`src/rtl/fusion_pkg.sv`:
```
// fusion_pkg
//   Shared constants and helpers for the fusion shift accumulator.
//   - NUM_BRICKS / NUM_HALF : 16 bitbricks of a 4x4 array, grouped into 8 half-rows
//   - ROW_CODE_W            : width of a per-brick row shift code (shift 0..7)
//   - BIG_CODE_W            : width of a per-half-row big_shift code
//   - BIG_SHIFT_UNIT        : bit distance represented by one step of a big_shift code
//   - PIPE_STAGES           : registered stages between an accepted beat and out_valid
//   - decode_brick()        : brick index -> row / col / half-row position
package fusion_pkg;

   localparam int NUM_BRICKS     = 16;
   localparam int NUM_HALF       = NUM_BRICKS / 2;
   localparam int ROW_CODE_W     = 3;
   localparam int BIG_CODE_W     = 2;
   localparam int BIG_SHIFT_UNIT = 4;
   localparam int PIPE_STAGES    = 2;

   typedef struct packed {
      logic [1:0] row;
      logic [1:0] col;
      logic [2:0] half;
   } brick_pos_t;

   // Brick b = row*4 + col; half-row h = 2*row + (col >> 1).
   function automatic brick_pos_t decode_brick(input logic [3:0] idx);
      brick_pos_t pos;
      pos.row  = idx[3:2];
      pos.col  = idx[1:0];
      pos.half = {idx[3:2], idx[1]};
      return pos;
   endfunction

endpackage

```
`src/rtl/brick_shift_reduce.sv`:
```
// brick_shift_reduce
//   Combinational first-stage datapath: shifts each of the 16 signed bitbrick
//   products by its row code, sums pairs of bricks into 8 half-row terms and
//   shifts each half-row term by BIG_SHIFT_UNIT * its big_shift code.
//   Ports:
//     products   in  16*PROD_W  brick b at [b*PROD_W +: PROD_W], signed
//     row0..row3 in  12 each     row r codes; col c at [3c+2:3c]
//     big_shift  in  16          half-row h code at [2h+1:2h]
//     half_terms out 8 x ACC_W   shifted half-row sums (two's complement)
module brick_shift_reduce
   import fusion_pkg::*;
#(
   parameter int PROD_W = 6,
   parameter int ACC_W  = 32
) (
   input  logic [NUM_BRICKS*PROD_W-1:0]     products,
   input  logic [4*ROW_CODE_W-1:0]          row0,
   input  logic [4*ROW_CODE_W-1:0]          row1,
   input  logic [4*ROW_CODE_W-1:0]          row2,
   input  logic [4*ROW_CODE_W-1:0]          row3,
   input  logic [NUM_HALF*BIG_CODE_W-1:0]   big_shift,
   output logic [NUM_HALF-1:0][ACC_W-1:0]   half_terms
);

   logic [3:0][4*ROW_CODE_W-1:0]     row_codes;
   logic [NUM_BRICKS-1:0][ACC_W-1:0] shifted;
   logic [NUM_HALF-1:0][ACC_W-1:0]   half_sum;

   assign row_codes = {row3, row2, row1, row0};

   always_comb begin
      brick_pos_t              pos;
      logic [PROD_W-1:0]       prod;
      logic [ACC_W-1:0]        ext;
      logic [ROW_CODE_W-1:0]   code;
      logic [BIG_CODE_W-1:0]   big_code;

      pos      = '0;
      prod     = '0;
      ext      = '0;
      code     = '0;
      big_code = '0;
      shifted  = '0;
      half_sum = '0;
      half_terms = '0;

      for (int b = 0; b < NUM_BRICKS; b++) begin
         pos  = decode_brick(4'(b));
         prod = products[b*PROD_W +: PROD_W];
         // Sign-extend before shifting so negative products keep their sign.
         ext  = {{(ACC_W-PROD_W){prod[PROD_W-1]}}, prod};
         code = row_codes[pos.row][ROW_CODE_W*pos.col +: ROW_CODE_W];
         shifted[b] = ext << code;
         half_sum[pos.half] = half_sum[pos.half] + shifted[b];
      end

      for (int h = 0; h < NUM_HALF; h++) begin
         big_code      = big_shift[BIG_CODE_W*h +: BIG_CODE_W];
         half_terms[h] = half_sum[h] << (BIG_SHIFT_UNIT * big_code);
      end
   end

endmodule

```
`src/rtl/fusion_shift_accumulator.sv`:
```
// fusion_shift_accumulator
//   Applies row / big_shift codes to 16 bitbrick products, fuses them into one
//   value per beat and accumulates fused values over a first..last window.
//   Two registered stages: S1 holds the shifted half-row terms, S2 holds the
//   accumulator and the output register.
//   Ports:
//     clk, rst            clock, synchronous active-high reset
//     in_valid/in_ready   input beat handshake
//     products            16 signed bricks, brick b at [b*PROD_W +: PROD_W]
//     row0..row3          per-brick row shift codes
//     big_shift           per-half-row shift codes
//     first/last          accumulation window delimiters
//     out_valid/out_ready output handshake
//     out_data            accumulated window sum (signed, wraps at ACC_W)
//
//   Handshake: a beat transfers on a cycle where valid && ready are both high
//   at the clock edge. A producer holds valid and its data until it transfers;
//   ready may change freely. The output holds out_data stable while
//   out_valid && !out_ready. A stalled output freezes the whole pipeline, so
//   in_ready drops in exactly those cycles.
module fusion_shift_accumulator
   import fusion_pkg::*;
#(
   parameter int PROD_W = 6,
   parameter int ACC_W  = 32
) (
   input  logic                           clk,
   input  logic                           rst,
   input  logic                           in_valid,
   output logic                           in_ready,
   input  logic [NUM_BRICKS*PROD_W-1:0]   products,
   input  logic [4*ROW_CODE_W-1:0]        row0,
   input  logic [4*ROW_CODE_W-1:0]        row1,
   input  logic [4*ROW_CODE_W-1:0]        row2,
   input  logic [4*ROW_CODE_W-1:0]        row3,
   input  logic [NUM_HALF*BIG_CODE_W-1:0] big_shift,
   input  logic                           first,
   input  logic                           last,
   output logic                           out_valid,
   input  logic                           out_ready,
   output logic [ACC_W-1:0]               out_data
);

   logic [NUM_HALF-1:0][ACC_W-1:0] half_terms;

   logic [NUM_HALF-1:0][ACC_W-1:0] s1_terms_q, s1_terms_d;
   logic                           s1_valid_q, s1_valid_d;
   logic                           s1_first_q, s1_first_d;
   logic                           s1_last_q,  s1_last_d;
   logic [ACC_W-1:0]               acc_q,      acc_d;
   logic                           out_valid_q, out_valid_d;
   logic [ACC_W-1:0]               out_data_q,  out_data_d;

   logic                           en;
   logic [ACC_W-1:0]               fused;
   logic [ACC_W-1:0]               window_sum;

   brick_shift_reduce #(
      .PROD_W (PROD_W),
      .ACC_W  (ACC_W)
   ) u_brick_shift_reduce (
      .products   (products),
      .row0       (row0),
      .row1       (row1),
      .row2       (row2),
      .row3       (row3),
      .big_shift  (big_shift),
      .half_terms (half_terms)
   );

   always_comb begin
      en          = !(out_valid_q && !out_ready);
      s1_terms_d  = s1_terms_q;
      s1_valid_d  = s1_valid_q;
      s1_first_d  = s1_first_q;
      s1_last_d   = s1_last_q;
      acc_d       = acc_q;
      out_valid_d = out_valid_q;
      out_data_d  = out_data_q;

      fused = '0;
      for (int h = 0; h < NUM_HALF; h++) begin
         fused = fused + s1_terms_q[h];
      end
      // A first beat restarts the window regardless of any stray partial sum.
      window_sum = (s1_first_q ? '0 : acc_q) + fused;

      if (en) begin
         s1_valid_d = in_valid;
         s1_first_d = first;
         s1_last_d  = last;
         if (in_valid) begin
            s1_terms_d = half_terms;
         end
      end

      if (out_valid_q && out_ready) begin
         out_valid_d = 1'b0;
      end

      // A landing last result overrides the handshake clear, so back-to-back
      // results never drop one.
      if (en && s1_valid_q) begin
         acc_d = window_sum;
         if (s1_last_q) begin
            acc_d       = '0;
            out_valid_d = 1'b1;
            out_data_d  = window_sum;
         end
      end
   end

   always_ff @(posedge clk) begin
      if (rst) begin
         s1_terms_q  <= '0;
         s1_valid_q  <= 1'b0;
         s1_first_q  <= 1'b0;
         s1_last_q   <= 1'b0;
         acc_q       <= '0;
         out_valid_q <= 1'b0;
         out_data_q  <= '0;
      end else begin
         s1_terms_q  <= s1_terms_d;
         s1_valid_q  <= s1_valid_d;
         s1_first_q  <= s1_first_d;
         s1_last_q   <= s1_last_d;
         acc_q       <= acc_d;
         out_valid_q <= out_valid_d;
         out_data_q  <= out_data_d;
      end
   end

   // Ready is forced high while in reset so the upstream never sees a stall
   // caused by pre-reset output state.
   assign in_ready  = rst || en;
   assign out_valid = out_valid_q;
   assign out_data  = out_data_q;

endmodule

```
`config.mk`:
```
export PLATFORM = sky130hd
export DESIGN_NAME = fusion_shift_accumulator
export DESIGN_NICKNAME = d
export VERILOG_FILES = /design/src/rtl/fusion_pkg.sv /design/src/rtl/brick_shift_reduce.sv /design/src/rtl/fusion_shift_accumulator.sv
export SDC_FILE = /design/constraint.sdc
export NUM_CORES = 2
export LEC_CHECK = 0
export BUFFER_PORTS_ARGS = -buffer_cell sky130_fd_sc_hd__buf_2
export CAP_MARGIN = 25
export CORE_AREA = 2 2 225 227
export DETAILED_ROUTE_END_ITERATION = 6
export DIE_AREA = 0 0 227 229
export GPL_ROUTABILITY_DRIVEN = 0
export MAX_ROUTING_LAYER = met4
export PLACE_DENSITY = 0.86
export SLEW_MARGIN = 20
export SYNTH_ARGS = -nofsm -noshare
export SYNTH_HDL_FRONTEND = slang
export SYNTH_SLANG_ARGS = --single-unit
```
`constraint.sdc`:
```
create_clock -name clk -period 6.95 [get_ports clk]
set_input_delay 1.7375 -clock clk [delete_from_list [all_inputs] [get_ports clk]]
set_output_delay 1.7375 -clock clk [all_outputs]
set_load 0.05 [all_outputs]
```
==> results.py <==
metrics = {
    "grt": {
        "grtUsageTotal_pct": 37.60,
        "grt_pass1_vias": 27210,
        "antenna_found_initial": 5,
        "grt_max_degree": 87,
        "gr-total-overflow": 0,
        "grt_pass1_wl_um": 149100,
    },
    "clock_tree": {
        "cts_tree": "built",
        "cts_resized": 0,
        "cts_setup_buffers": 0,
        "insertion_delay_ns": 0.57,
        "clock_sinks": 324,
        "ctsRootBufferMaster": "clkbuf_16",
        "clk_pin_slew_ns": 0.07,
        "clockBufferDepth": 3,
        "cts_buffers": 36,
        "h-tree-depth": 2,
        "holdBufCountCts": 0,
    },
    "setup_path": {
        "crit_path_max_fanout": 18,
        "r2r_cells": 18,
        "worstPathRequired_ns": 7.44,
        "crit_path_end_kind": "flip-flop",
        "critical_path_class": "flip-flop to flip-flop",
        "worstPathArrival_ns": 6.08,
        "cp-start-kind": "flip-flop",
    },
    "synth": {
        "syn_avg_cell_area_um2": 8.223,
        "synth_area_leaders": "dfxtp_1 21%, fa_1 18%, ha_1 5.5%, inv_1 4.7%, nand2_1 4.5%",
        "synth_cell_type_count": 97,
        "syn-instance-count": 3775,
        "synth.top_cell.area_share_pct": 20.89,
        "synth_top_family_by_area": "adder cells",
        "synth_compound_area_share_pct": 22.91,
        "synth_edf_count": 0,
        "synth_largest_area_cell": "dfxtp_1",
        "syn_nets": 4362,
        "yosys-mux-area-fraction_pct": 6.211,
        "ys_seq_area_share_pct": 20.89,
        "synth.ff_latch_count": 324,
        "yosys.area_share.simple_pct": 15.82,
        "ys_warn_count": 0,
        "synthAdderAreaFrac_pct": 23.86,
        "async_flop_share_pct": 0,
        "netlist_area_um2": 31040,
        "synth_ff_type": "dfxtp_1",
        "synthXorXnorAreaFrac_pct": 2.894,
    },
    "layout": {
        "fin_nets": 4413,
        "utilization_pct": 67.48,
        "drive_above_1_share_pct": 10.43,
        "area_delta_synth_final_pct": 7.948,
        "stdcell_area_um2": 33510,
    },
    "drt": {
        "drtIter0Drc": 3382,
        "wl_met2_um": 40720,
        "routed-wl-met3_um": 11610,
        "drt-vias-per-instance": 6.359,
        "drc": 35,
        "drt-pass1-iter-count": 7,
        "vias": 28800,
        "ant_nets": 0,
        "drt-met1-wl_um": 36040,
        "top_layer": "met4",
        "wl_per_cell_um": 21.05,
        "finalWirelength_um": 95320,
    },
    "power": {
        "power_mw": 11.24,
        "peakVddDrop_v": 0.0003531,
        "p_leak_nw": 15.08,
        "power_density_nw_per_um2": 335.6,
    },
    "place": {
        "postPlaceCellArea_um2": 32210,
        "dp_hpwl_um": 73760,
        "numPortBuffers": 199,
    },
    "sta": {
        "hold_viol": 0,
        "setup_viol": 0,
        "finClkSkew_ns": 0.02154,
        "fin_tns_setup_ns": 0,
        "rsz0062_at_grt": "false",
        "holdWs_ns": 0.4519,
        "slew_headroom_pct": 28.13,
        "period_share_pct": 80.38,
        "drv_slew": 0,
        "max_freq_mhz": 179.0,
        "tightest_slew_ns": 1.078,
        "period_needed_ns": 5.586,
    },
    "run_status": {
        "violations": "design-rule violations",
        "status": "finished, violations left",
    },
    "die": {
        "die_height_um": 229,
        "ioPinCount": 200,
        "core_area_um2": 49660,
        "start_util_pct": 62.51,
        "die_w_um": 227,
        "core.rowCount": 82,
        "design.die.area_um2": 51980,
    },
    "worst_hold_path": {
        "hp-class": "flip-flop to flip-flop",
        "hold_path_depth": 2,
    },
    "flow_run": {
        "max_cap_violations": 0,
    },
}
layer usage:
layer  up-vias  global-route usage (%)
li1      13150                       -
met1     13580                   46.78
met2      1658                   54.44
met3       414                   10.87
met4         0                   21.63
met5         -                       -
final timing paths:
| path | start | to | slack [ns] |
|---|---|---|---|
| worst max-delay path | s1_first_q | out_data[24] | 1.36 |
| worst min-delay path | out_data[14] | out_data[14] | 0.45 |
| worst max register to register | s1_first_q | out_data[24] | 1.36 |
| worst min register to register | out_data[14] | out_data[14] | 0.45 |
placed cells by master (no fill, tap or decap), types with 13 or more instances in the layout:
cell type  instances
and2_1            28
a311oi_1          20
buf_4             14
nor2b_1           44
dfxtp_1          324
mux2i_1          106
xor2_1            26
ha_1             136
o31ai_1           26
o21a_1            30
a21o_1            64
o211ai_1          33
inv_1            392
clkbuf_16         36
a22oi_1           42
nor4_1            15
nor3_1            75
a22o_1            40
nand2b_1          69
xnor2_1           74
a21oi_1          278
o21ai_1           13
a221oi_1          15
o22ai_1           32
nor2_1           322
or3_1             13
o21bai_1          19
mux2_2            65
fa_1             285
nand3_1           88
o2bb2ai_1         18
o21ai_0          208
a2bb2oi_1         14
nand2_1          372
a211oi_1          27
or2_2             13
a31oi_1           54
buf_2            198
sequential cells by signal, summed over array words and instances (netlist names):
register and flops:
s1_first_q 1, acc_q 32, s1_terms_q 256, out_data 32
s1_last_q 1, out_valid 1, s1_valid_q 1
synthesized netlist by cell type, types with 18 or more instances:
library cell,n
a211oi_1,27
a21o_1,64
a21oi_1,278
a22o_1,40
a22oi_1,42
a311oi_1,20
a31oi_1,54
and2_1,29
clkbuf_1,176
dfxtp_1,324
fa_1,285
ha_1,136
inv_1,392
mux2_2,65
mux2i_1,106
nand2_1,373
nand2b_1,69
nand3_1,88
nor2_1,324
nor2b_1,44
nor3_1,75
o211ai_1,33
o21a_1,30
o21ai_0,208
o21bai_1,19
o22ai_1,32
o2bb2ai_1,18
o31ai_1,26
xnor2_1,74
xor2_1,26
final cells by class:
type / instances / area [µm²]
diodes: 4 / 10.01
multi-input cells: 2853 / 22280
clock buffers: 50 / 1064
fillers: 3902 / 16150
clock inverters: 15 / 226.5
flip-flops and latches: 324 / 6486
well taps: 672 / 840.8
repair buffers: 213 / 1107
inverters: 398 / 1494
kinds of logic after synthesis:
kind of cell    Yosys count
xor+xnor                101
flops                   324
mux                     177
simple gates           1089
fa+ha+maj               421
compound gates         1065
buf+inv                 598
through the flow:
| stage | worst slack (ns) | cells |
|---|---|---|
| after floorplan | 1.449 | 3775 |
| after global placement | 1.303 | 4460 |
| after detailed placement | 1.268 | 4460 |
| after CTS | 1.360 | 4525 |
| after global routing | 1.126 | 4529 |
| final | 1.364 | 4529 |
report_power, final:
part           switching (mW)  total, mW  internal (mW)
clock network           0.854       2.09           1.24
logic                    4.28       6.86           2.58
registers               0.225       2.29           2.07
critical path, stage by stage (launching register included):
cell and delay [ns]:
dfxtp_1 0.69, nor2b_1 0.15, fa_1 0.54, fa_1 0.46, fa_1 0.55, inv_1 0.05
fa_1 0.42, inv_1 0.06, ha_1 0.19, inv_1 0.08, fa_1 0.45, nor2b_1 0.17
o31a_1 0.25, o311a_1 0.21, o21ai_0 0.12, o21ai_1 0.28, a31oi_1 0.23, or4_1 0.51
nand3_1 0.09
Power figures use the tool's default switching activity.
